`config.mk`:
```
export PLATFORM = sky130hd
export DESIGN_NAME = mem_arbiter
export DESIGN_NICKNAME = d
export VERILOG_FILES = /design/src/rtl/mem_arbiter.sv
export SDC_FILE = /design/constraint.sdc
export NUM_CORES = 1
export LEC_CHECK = 0
export BUFFER_PORTS_ARGS = -buffer_cell sky130_fd_sc_hd__buf_2
export CAP_MARGIN = 20
export CELL_PAD_IN_SITES_DETAIL_PLACEMENT = 0
export CELL_PAD_IN_SITES_GLOBAL_PLACEMENT = 1
export CORE_ASPECT_RATIO = 1.25
export CORE_UTILIZATION = 36
export CTS_CLUSTER_SIZE = 16
export DETAILED_ROUTE_END_ITERATION = 6
export PLACE_DENSITY = 0.95
export SLEW_MARGIN = 10
export SYNTH_ARGS = -nofsm -noshare
export SYNTH_HDL_FRONTEND = slang
export SYNTH_SLANG_ARGS = --single-unit
```
`constraint.sdc`:
```
create_clock -name clk_i -period 3.8 [get_ports clk_i]
set_input_delay 0.57 -clock clk_i [delete_from_list [all_inputs] [get_ports clk_i]]
set_output_delay 0.57 -clock clk_i [all_outputs]
set_load 0.05 [all_outputs]
```
`src/rtl/mem_arbiter.sv`:
```
// mem_arbiter: round-robin sharing of one memory port between fetch and data requesters, with timeout.
module mem_arbiter #(
  parameter int WIDTH   = 32,
  parameter int TIMEOUT = 255
) (
  input  logic             clk_i,
  input  logic             rst_i,
  input  logic             if_req_i,
  input  logic [WIDTH-1:0] if_addr_i,
  output logic             if_done_o,
  output logic [WIDTH-1:0] if_rdata_o,
  input  logic             d_req_i,
  input  logic [WIDTH-1:0] d_addr_i,
  input  logic [WIDTH-1:0] d_wdata_i,
  input  logic             d_we_i,
  input  logic             d_byte_op_i,
  output logic             d_done_o,
  output logic [WIDTH-1:0] d_rdata_o,
  output logic             err_o,
  output logic             busy_o,
  output logic             mem_req_o,
  output logic [WIDTH-1:0] mem_address_o,
  output logic [WIDTH-1:0] mem_write_data_o,
  output logic             mem_write_enable_o,
  output logic             mem_byte_op_o,
  input  logic [WIDTH-1:0] mem_incoming_data_i,
  input  logic             mem_ack_i
);
  typedef enum logic [1:0] {IDLE, BUSY, DONE} state_t;
  state_t state, state_n;
  logic sel, last, err, we, byte_op, grant_d, expired, finish;
  logic [7:0] cnt;
  logic [WIDTH-1:0] addr, wdata;
  // sel/last: 0 = fetch, 1 = data; on a tie the port not served last wins
  assign grant_d = d_req_i & (~if_req_i | ~last);
  assign expired = cnt == 8'(TIMEOUT);
  assign finish = mem_ack_i | expired;
  always_comb begin
    state_n = state;
    state_n = state == IDLE ? ((if_req_i | d_req_i) ? BUSY : IDLE) :
              state == BUSY ? (finish ? DONE : BUSY) : IDLE;
  end
  always_ff @(posedge clk_i) begin
    if (rst_i) begin
      state      <= IDLE;
      last       <= 1'b0;
      sel        <= 1'b0;
      err        <= 1'b0;
      cnt        <= '0;
      addr       <= '0;
      wdata      <= '0;
      we         <= 1'b0;
      byte_op    <= 1'b0;
      if_rdata_o <= '0;
      d_rdata_o  <= '0;
    end else begin
      state <= state_n;
      if (state == IDLE && (if_req_i | d_req_i)) begin
        sel     <= grant_d;
        addr    <= grant_d ? d_addr_i : if_addr_i;
        wdata   <= grant_d ? d_wdata_i : '0;
        we      <= grant_d & d_we_i;
        byte_op <= grant_d & d_byte_op_i;
        cnt     <= '0;
      end
      if (state == BUSY && finish) begin
        err <= ~mem_ack_i;
        if (!sel) if_rdata_o <= mem_ack_i ? mem_incoming_data_i : '0;
        else if (!we) d_rdata_o <= mem_ack_i ? mem_incoming_data_i : '0;
      end else if (state == BUSY) begin
        cnt <= cnt + 8'd1;
      end
      if (state == DONE) last <= sel;
    end
  end
  assign busy_o             = state != IDLE;
  assign mem_req_o          = state == BUSY;
  assign mem_address_o      = mem_req_o ? addr : '0;
  assign mem_write_data_o   = mem_req_o ? wdata : '0;
  assign mem_write_enable_o = mem_req_o & we;
  assign mem_byte_op_o      = mem_req_o & byte_op;
  assign if_done_o          = state == DONE && !sel;
  assign d_done_o           = state == DONE && sel;
  assign err_o              = state == DONE && err;
endmodule

```
======== After elaboration in Yosys (flattened, before gate mapping) ========
Index checks and enable logic that the tools add are counted.
storage, ports and cells
  word-level logic and storage cells ...... 50
  output and inout bits ................... 135
  input port bits ......................... 135
  bits in registers ....................... 143
operators by class
  add/subtract/negate cells ............... 1
  reductions and logical operators ........ 10
  bitwise gates (word level) .............. 13
  muxes and demuxes ....................... 12
  equal/unequal tests ..................... 3
operators with widths
  kind                                           count
  two-way mux 32 bit                             5
  two-way mux 8 bit                              3
  adder 8 x 1 -> 8 bit, second input constant    1
  == test 8 bit, second input constant           1
  two-way mux 2 bit                              3
  AND 1 bit                                      5
  logical AND 1 bit                              5
  inverter 1 bit                                 5
  OR 1 bit                                       3
  AND reduction 3 bit                            1
  == test 2 x 1 -> 1 bit, second input constant  1
  == test 2 bit, second input constant           1
  logical NOT 2 bit                              1
  AND reduction 2 bit                            1
  nonzero test 2 bit                             1
  logical NOT 1 bit                              1
  two-way mux 1 bit                              1

======== Depth between registers and ports, before layout ========
  word-level depth ........................ 5
  mapped depth ............................ 7
  depth with buffers taken out ............ 5

======== Worst setup path before layout ========
No wires, ideal clock.
  kind .................................... reg-to-output
  start ................................... register state[1]
  end ..................................... output port mem_write_data_o[22]
  cell stages (with the launch flop) ...... 7
  buffers on the path ..................... 3
  data required time ...................... 3.230 ns
  data arrival time ....................... 1.882 ns
  slack ................................... 1.348 ns
  cells stage by stage .................... dfxtp_1 nand2b_1 buf_2 inv_2 buf_6 clkbuf_1 and2_1
between the ends
  word-level cells in the longest chain between the ends .. 2
RTL lines
  what                    RTL line  source
  start, declared         30        state_t state, state_n;
  start signal, assigned  57        state <= state_n;
  == test 2 x 1 -> 1 bit  77        assign mem_req_o = state == BUSY;
  net mem_req_o           21        output logic mem_req_o,
  two-way mux 32 bit      79        assign mem_write_data_o = mem_req_o ? wdata : '0;
  end, declared           23        output logic [WIDTH-1:0] mem_write_data_o,
The timed path passes the listed nets, and every way through them passes these cells.

======== Final worst setup path ========
  start ................................... register state[1]
  end ..................................... output port mem_write_enable_o
between the ends
  word-level cells in the longest chain between the ends .. 2
RTL lines
  what                    RTL line  source
  == test 2 x 1 -> 1 bit  77
  AND 1 bit               80        assign mem_write_enable_o = mem_req_o & we;
  end, declared           24        output logic mem_write_enable_o,
Every way passes these cells.

==> flow_summary.ini <==
[yosys]
synth.distinct_cells = 41
synth_edf_count = 0
synthArstFlopShare = 0
syn_area_per_cell_um2 = 10.2
synth_compound_area_frac = 0.226
yosys_register_bits = 143
yosys_warnings = 0
synth.area.mux_share = 0.0580
yosysSeqAreaShare = 0.503
synthFlopType = dfxtp_1
synth_adder_area_share = 0.00220
syn-num-nets = 697
synth_top_family_by_area = compound AO/OA/AOI/OAI gates
synth-simple-area-share = 0.159
syn_area_um2 = 5700
synthXorXnorAreaFrac = 0.00154
synthCells = 561

[timing]
setup_viol = 0
fmaxAchievable_ghz = 0.349
layout_setup_ws_ps = 937
final.setup.tns_ps = 0
relSlewSlack = 0.393
fin_crit_ps = 2860
drv_slew = 0
finalCritPeriodShare = 0.753
worst_pin_slew_ps = 910
skew_ps = 9.49
rsz0062_at_grt = no
hold_violations = 0

[placed_design]
portBuffers = 269
pre_cts_slack_ps = 1340
gp_congestion = 0.728
hpwl_um = 10300
place_area_um2 = 7150

[critical_path]
critPathSlowestCell = inv_2
cp-end-kind = output pin
cp_num_buf_inv = 2
crit_fanout = 68
r2r-start = state[1]$_SDFF_PP0_
startpoint_type = flip-flop
worstPathArrival_ps = 2290
critPathMaxStageDelay_ps = 710
critPathTopFamily = buffers and inverters
crit_chain = nand2b_1, inv_2, and2_1, buf_2
startpoint = state[1]$_SDFF_PP0_
critical_path_class = flip-flop to output pin
crit_required_ps = 3230

[floorplanning]
die-height_um = 143
io_pins = 270
core-area_um2 = 15500
die_w_um = 115
rows = 51
start_util = 0.367
dieArea_um2 = 16300

[routing]
first_pass_iters = 6
drtAntennaViolNets = 0
routed_wl_um = 14900
via_per_inst = 5.04
drc = 0
drt_iter0_markers = 414
wl_per_cell_um = 14.5
vias = 5190

[power]
clockPowerShare = 0.423
irDropWorstVdd_v = 0.000251
p_per_area_nw_per_um2 = 505
combPwrFrac = 0.161
pwr-share-seq = 0.416
power.switching_uw = 1130
p_int_uw = 2780
p_leak_uw = 0.00366
switching_share = 0.289

[run_status]
outcome = complete, no violations

[clock_network]
root_buffer = clkbuf_16
clk_path_buf_depth = 2
cts_resized = 0
cts.sinks = 143
h-tree-depth = 4
cts_tree = done
hold_buffers = 0
cts_buffers = 17
clkTransAtPathRegs_ps = 70
clock_latency_ps = 410
cts_setup_buffers = 0

[cells_and_area]
final_common_cell = buf_2
diodes = 0
drive_above_1_share = 0.397
mostFrequentLayoutCells = buf_2, dfxtp_1, nor2_1
stdcell_area_um2 = 7750
area_growth_pct = 36.0
final_nets = 941

[worst_hold_path]
hold_class = input port to flip-flop
hold_start = d_wdata_i[13]

[global_routing]
grt_max_degree = 69
overflow = 0
antenna_found_initial = 0
track_usage = 0.181
grt_pass1_wl_um = 23100
grt_pass1_vias = 4657

[run]
max_cap_violations = 0
[area by class of cell]
cell class                 count  area (um2)
clock buffer                  19         443
clock inverter                13         154
fill                        1487        7760
inverter                       4        15.0
multi-input combinational    358        2570
sequential                   143        2860
tap                          212         265
timing repair buffer         281        1440
[synthesized netlist by cell type (2+ instances only)]
cell type  number  area [um2]
o211ai_1        3        22.5
inv_1           3        11.3
nand3_1         7        35.0
or3_1           3        18.8
nor2b_1         3        18.8
a31oi_1         4        25.0
a211oi_1       33         248
clkbuf_1       30         113
buf_4           4        30.0
nor3_1          2        10.0
nor2_2          2        12.5
buf_6           4        45.0
nor2_1         73         274
or4_1           2        15.0
a21oi_2         2        17.5
buf_2          17        85.1
a21oi_1         2        10.0
mux2i_1        33         330
and2_1         69         432
nand4_1         3        18.8
a32o_1         65         651
a22oi_1        34         255
nand2_1         3        11.3
dfxtp_1       143        2860
[logic make-up (layout without fill, tap and decap cells)]
kind of cell / Yosys count / count (layout)
AOI/OAI and AO/OA: 150 / 150
xor gates and xnor gates: 1 / 1
adders and majority gates: 1 / 1
buffers and inverters: 60 / 317
DFF: 143 / 143
muxes: 33 / 33
and+or+nand+nor: 173 / 173
[per-stage QoR]
stage,utilization,power (uW),instances,hold WS (ps)
final,0.500,3910,1030,392
after global routing,0.500,4090,1030,392
after CTS,0.500,3970,1030,373
after detailed placement,0.461,2290,998,448
after global placement,0.461,2290,998,441
after floorplan,-,2110,561,455
[state kept, by name, summed over array words and instances (netlist names)]
register and count:
d_rdata_o 32, err 1, cnt 8, state 2, sel 1, addr 32
byte_op 1, wdata 32, if_rdata_o 32, last 1, we 1
[final timing paths]
kind | to | slack, ps | cells after the start
max reg2reg | cnt[7]$_SDFF_PP0_ | 1380 | 6
min | wdata[13]$_SDFFE_PP0P_ | 390 | 3
min reg2reg | if_rdata_o[13]$_SDFFE_PP0P_ | 460 | 1
max | mem_write_enable_o | 940 | 4
[tightest hold or removal path, cell delays in order]
cell     delay, ps
buf_2           80
a22oi_1         50
nor2_1          70
[metal layers]
layer / GRT usage / share of wire / vias to the layer above / routed length (um)
met5: 0 / 0 / - / 0
met4: 0.0779 / 0.016 / 0 / 237
met3: 0.0488 / 0.076 / 15 / 1130
met2: 0.318 / 0.50 / 205 / 7450
met1: 0.205 / 0.41 / 2399 / 6110
li1: - / - / 2571 / -
[power groups by stage]
stage	sequential, uW	clock (uW)	combinational (uW)
final	1630	1660	628
after global routing	1640	1770	682
after CTS	1630	1710	634
after detailed placement	1660	0	634
after global placement	1660	0	628
after floorplan	1720	0	387
Power figures use the tool's default switching activity.
